===== config.mk =====
export PLATFORM = sky130hd
export DESIGN_NAME = vit_pmu
export DESIGN_NICKNAME = d
export VERILOG_FILES = /design/src/rtl/vit_pmu.sv
export SDC_FILE = /design/constraint.sdc
export NUM_CORES = 1
export LEC_CHECK = 0
export CAP_MARGIN = 20
export CELL_PAD_IN_SITES_DETAIL_PLACEMENT = 0
export CELL_PAD_IN_SITES_GLOBAL_PLACEMENT = 1
export CORE_MARGIN = 4
export CORE_UTILIZATION = 30
export CTS_CLUSTER_DIAMETER = 50
export CTS_CLUSTER_SIZE = 40
export DETAILED_ROUTE_END_ITERATION = 12
export MAX_ROUTING_LAYER = met4
export PLACE_DENSITY = 0.57
export SLEW_MARGIN = 10
export SYNTH_ARGS = -nofsm -noshare
export SYNTH_HDL_FRONTEND = slang
export SYNTH_SLANG_ARGS = --single-unit

===== constraint.sdc =====
create_clock -name clk -period 5.2 [get_ports clk]
set_clock_uncertainty 0.05 [all_clocks]
set_input_delay 0.78 -clock clk [delete_from_list [all_inputs] [get_ports clk]]
set_output_delay 0.78 -clock clk [all_outputs]
set_load 0.01 [all_outputs]

===== src/rtl/vit_pmu.sv =====
// vit_pmu: hard-decision rate-1/2 Viterbi path-metric unit (branch metric, ACS, normalisation).
// Define VIT_PMU_BEST_STATE_EN to enable best_state/best_metric tracking; otherwise both are tied to 0.
module vit_pmu #(
  parameter int K = 4,
  parameter logic [K-1:0] G0 = 4'b1111,
  parameter logic [K-1:0] G1 = 4'b1101,
  parameter int MW = 8,
  localparam int NS = 1 << (K - 1)
) (
  input  logic          clk,
  input  logic          rst,
  input  logic          enable,
  input  logic          in_valid,
  input  logic [1:0]    d_in,
  output logic          out_valid,
  output logic [NS-1:0] sel,
  output logic [NS-1:0] valid_mask,
  output logic          norm_event,
  output logic [K-2:0]  best_state,
  output logic [MW-1:0] best_metric
);

  // All-ones marks an unreachable state, so reachable metrics stop one below it.
  localparam logic [MW-1:0] PM_INV  = '1;
  localparam logic [MW-1:0] PM_SAT  = {{(MW-1){1'b1}}, 1'b0};
  localparam logic [MW-1:0] PM_HALF = {1'b1, {(MW-1){1'b0}}};
  localparam logic [NS-1:0][MW-1:0] PM_RST = {{((NS-1)*MW){1'b1}}, {MW{1'b0}}};

  logic [NS-1:0][MW-1:0] pm;
  logic [NS-1:0][MW-1:0] pm_nxt;
  logic [NS-1:0]         sel_nxt;
  logic [NS-1:0]         valid_nxt;
  logic                  norm;

  function automatic logic [1:0] branch_metric(input logic [K-2:0] nstate, input logic bit_j,
                                                input logic [1:0] sym);
    logic [K-1:0] path;
    logic c0, c1;
    path = {nstate, bit_j};
    c0 = ^(G0 & path);
    c1 = ^(G1 & path);
    return {1'b0, c0 ^ sym[1]} + {1'b0, c1 ^ sym[0]};
  endfunction

  always_comb begin
    norm = 1'b1;
    for (int s = 0; s < NS; s++) begin
      if (valid_mask[s] && !pm[s][MW-1]) norm = 1'b0;
    end
  end

  for (genvar n = 0; n < NS; n++) begin : g_acs
    localparam logic [K-2:0] NST = (K-1)'(n);
    localparam logic [K-2:0] P0  = {NST[K-3:0], 1'b0};
    localparam logic [K-2:0] P1  = {NST[K-3:0], 1'b1};
    logic          v0, v1, pick1;
    logic [MW:0]   cand0, cand1, win;
    logic [MW-1:0] sat;

    assign v0    = valid_mask[P0];
    assign v1    = valid_mask[P1];
    assign cand0 = {1'b0, pm[P0]} + (MW+1)'(branch_metric(NST, 1'b0, d_in));
    assign cand1 = {1'b0, pm[P1]} + (MW+1)'(branch_metric(NST, 1'b1, d_in));
    // Ties and a lone even predecessor both resolve to the even path.
    assign pick1 = v1 & (~v0 | (cand1 < cand0));
    assign win   = pick1 ? cand1 : cand0;
    assign sat   = (win > {1'b0, PM_SAT}) ? PM_SAT : win[MW-1:0];
    assign sel_nxt[n]   = pick1;
    assign valid_nxt[n] = v0 | v1;
    assign pm_nxt[n]    = ~(v0 | v1) ? PM_INV : (norm ? sat - PM_HALF : sat);
  end

  always_ff @(posedge clk or negedge rst) begin
    if (!rst) begin
      pm         <= PM_RST;
      valid_mask <= NS'(1);
      sel        <= '0;
      out_valid  <= 1'b0;
      norm_event <= 1'b0;
    end else if (!enable) begin
      pm         <= PM_RST;
      valid_mask <= NS'(1);
      sel        <= '0;
      out_valid  <= 1'b0;
      norm_event <= 1'b0;
    end else begin
      out_valid  <= in_valid;
      norm_event <= in_valid & norm;
      if (in_valid) begin
        pm         <= pm_nxt;
        valid_mask <= valid_nxt;
        sel        <= sel_nxt;
      end
    end
  end

`ifdef VIT_PMU_BEST_STATE_EN
  logic [K-2:0]  min_idx;
  logic [MW-1:0] min_val;

  // Searches the metrics about to be registered so the result lines up with sel.
  always_comb begin
    min_idx = '0;
    min_val = PM_INV;
    for (int s = 0; s < NS; s++) begin
      if (valid_nxt[s] && (pm_nxt[s] < min_val)) begin
        min_idx = (K-1)'(s);
        min_val = pm_nxt[s];
      end
    end
  end

  always_ff @(posedge clk or negedge rst) begin
    if (!rst) begin
      best_state  <= '0;
      best_metric <= '0;
    end else if (!enable) begin
      best_state  <= '0;
      best_metric <= '0;
    end else if (in_valid) begin
      best_state  <= min_idx;
      best_metric <= min_val;
    end
  end
`else
  assign best_state  = '0;
  assign best_metric = '0;
`endif

endmodule


==> metrics.yaml <==
logic_synthesis:
  synth_edf_count: 0
  yosysSeqAreaShare: 0.225
  synth_ff_type: "dfstp_2"
  netlist_area_mm2: 0.00901
  ys_types: 87
  async_flop_share: 1.00
  ys.warnings.count: 0
  ys_seq_elements: 78
  syn_avg_cell_area_um2: 7.98
  syn_inst: 1129
route:
  wl_met2_um: 13800
  drt_iter0_markers: 554
  maxUsedRoutingLayer: "met4"
  drc_errors: 0
  vias: 8168
  ant_nets: 0
  drt-met1-wl_um: 15400
  vias_per_cell: 5.32
  post_drt_wl_per_cell_um: 20.0
  firstDrtPassIters: 6
  dr_wl_met3_um: 1080
  drt-total-wl_um: 30600
worst_setup_path:
  critPathArrivalTime_ps: 4990
  critPathKind: "input port to flip-flop"
  cpMostUsedCell: "ha_1"
  crit_path_max_fanout: 10
  critPathSlowestCell: "a311o_1"
  worst_r2r_endpoint: "pm[38]"
  start_kind: "input port"
  reg2reg_depth: 13
  crit_path_max_incr_delay_ps: 500
  cp.required_ps: 5440
  rr_startpoint: "pm[1]"
  reg2reg_slack_ps: 1530
  crit_chain: "clkdlybuf4s50_1 -> inv_1 -> buf_4 -> ha_1 -> xor2_1 -> ha_1 -> a21oi_1 -> xnor2_1 -> inv_1 -> ha_1 -> a21o_1 -> a31oi_1 -> o21ai_0 -> a311o_1 -> mux2_2 -> nand2_1 -> o22a_1"
  crit_path_end_kind: "flip-flop"
min_path:
  hold_path.class: "input port to asynchronous set/reset pin"
place:
  io_buffer_count: 23
  gp_congestion: 0.858
  dp_cells: 1518
  hpwl_um: 24000
global_route:
  grt_usage: 0.190
  grt_pass1_vias: 7980
  grt_pass1_wl_um: 48000
  antenna_found_initial: 0
  grt_max_degree: 42
  grt_overflow: 0
floorplan:
  dieArea_mm2: 0.0329
  start_util: 0.304
  rows: 63
  ios: 35
  die_w_um: 181
  coreArea_mm2: 0.0296
  fp.dieH_um: 181
clock_tree:
  insertion_delay_ps: 360
  clock_sinks: 78
  cts_inserted_buffers: 9
  htreeDepth: 3
  root_buffer: "clkbuf_16"
  ctsResizeCount: 0
  post_cts_buffers: 0
  hold_buffers: 0
  cts_max_path_buffers: 2
  cts.reportedPaths.clkPinSlew_ps: 80
  cts_tree: "done"
power_and_ir_drop:
  fin_total_pwr_uw: 2880
  swShare: 0.433
  leakage_uw: 0.00435
  p_int_uw: 1630
  sequentialPowerShare: 0.256
  p_switching_uw: 1240
  vdd_drop_max_uv: 188
  p_clk_frac: 0.239
  power.share.combinational: 0.504
  power_density_mw_per_mm2: 287
flow_run:
  cap_violations: 0
cells_and_area:
  syn_to_final_growth_pct: 11.2
  final_common_cell: "a21oi_1"
  antenna_cells: 0
  post_route_cells_drive_above_1_share: 0.136
  finish.net_count: 1241
  layout_common_cells: "113 x a21oi_1, 104 x nor2_1, 98 x nand2_1"
  layout.cells.non_filler: 1534
sta:
  period_share: 0.913
  rsz0062_at_grt: "false"
  finalHoldViolations: 0
  timing.fmax_mhz: 211
  tightestPinTransition_ps: 903
  fin_tns_setup_ps: 0
  maxSlewViolCount: 0
  final-setup-viol-count: 0
  holdWs_ps: 405
  relSlewSlack: 0.398
  fin_crit_ps: 4750
run_status:
  status: "complete, no violations"
stage by stage:
step | worst slack (ps) | cell area [um^2] | utilization
finish | 454 | 10000 | 0.338
detailed placement | 68.0 | 9720 | 0.328
global placement | 100 | 9720 | 0.328
CTS | 439 | 10000 | 0.338
global route | 163 | 10000 | 0.338
floorplan | 1080 | 9050 | -
worst max path at each step:
stage	startpoint	to	slack [ps]	cells after the start
2_1_floorplan	d_in[0]	pm[1]	1080	15
3_3_place_gp	d_in[0]	pm[38]	100	17
3_5_place_dp	d_in[0]	pm[35]	70	17
4_1_cts	d_in[0]	pm[38]	440	17
5_1_grt	d_in[1]	pm[60]	160	17
6_report	d_in[0]	pm[38]	450	17
cell families (layout without fill, tap and decap cells):
logic type / count (synthesis) / in the layout / share of synthesized area
and+or+nand+nor: 365 / 365 / 0.200
AOI/OAI and AO/OA: 316 / 316 / 0.232
buffers and inverters: 134 / 139 / 0.0675
xor gates and xnor gates: 105 / 105 / 0.105
adders and majority gates: 96 / 96 / 0.133
DFF: 78 / 78 / 0.225
muxes: 34 / 34 / 0.0386
other: 1 / 11 / 0.000416
area by class of cell:
cell class              count  area (um^2)
repair buffers             71          588
fillers                  3214        19600
clock inverters             7         80.1
well taps                 390          488
flip-flops and latches     78         2020
clock buffers               9          225
inverters                  52          195
multi-input cells         927         6420
layer usage:
metal  up-vias  GRT usage
li1       4033          -
met1      3926      0.274
met2       180      0.291
met3        29     0.0215
met4         0     0.0372
met5         -          -
sequential cells by signal (all words and copies together) (netlist names):
register,count
valid_mask,4
pm,64
sel,8
norm_event,1
out_valid,1
synthesized netlist by cell type, types with 12 or more instances:
master	number	area [um^2]
a21oi_1	114	571
nor2_1	104	390
nand2_1	99	372
ha_1	96	1200
o21ai_0	63	315
dfstp_2	57	1500
xnor2_1	55	482
inv_1	52	195
xor2_1	47	412
clkbuf_1	40	150
nand3_1	32	160
mux2i_1	28	280
nor2b_1	25	156
dfrtp_1	21	526
o22a_1	20	175
and3_1	19	119
buf_2	19	95.1
buf_4	19	143
a31oi_1	14	87.6
and2_1	12	75.1
nand2b_1	12	75.1
power groups by stage:
| stage | registers [uW] | clock network [uW] | logic (uW) |
|---|---|---|---|
| finish | 737 | 688 | 1450 |
| CTS | 736 | 697 | 1460 |
| global route | 745 | 723 | 1640 |
| global placement | 746 | 0 | 1440 |
| floorplan | 689 | 0 | 1070 |
| detailed placement | 745 | 0 | 1450 |
worst max-delay path, delay by kind of cell:
kind            cells  cell delay, ps
fa+ha+maj           3             910
mux                 1             360
simple gates        1             160
buf+inv             4             770
xor+xnor            2             460
compound gates      6            1540
Note: power is estimated with default switching activity, not from simulation.
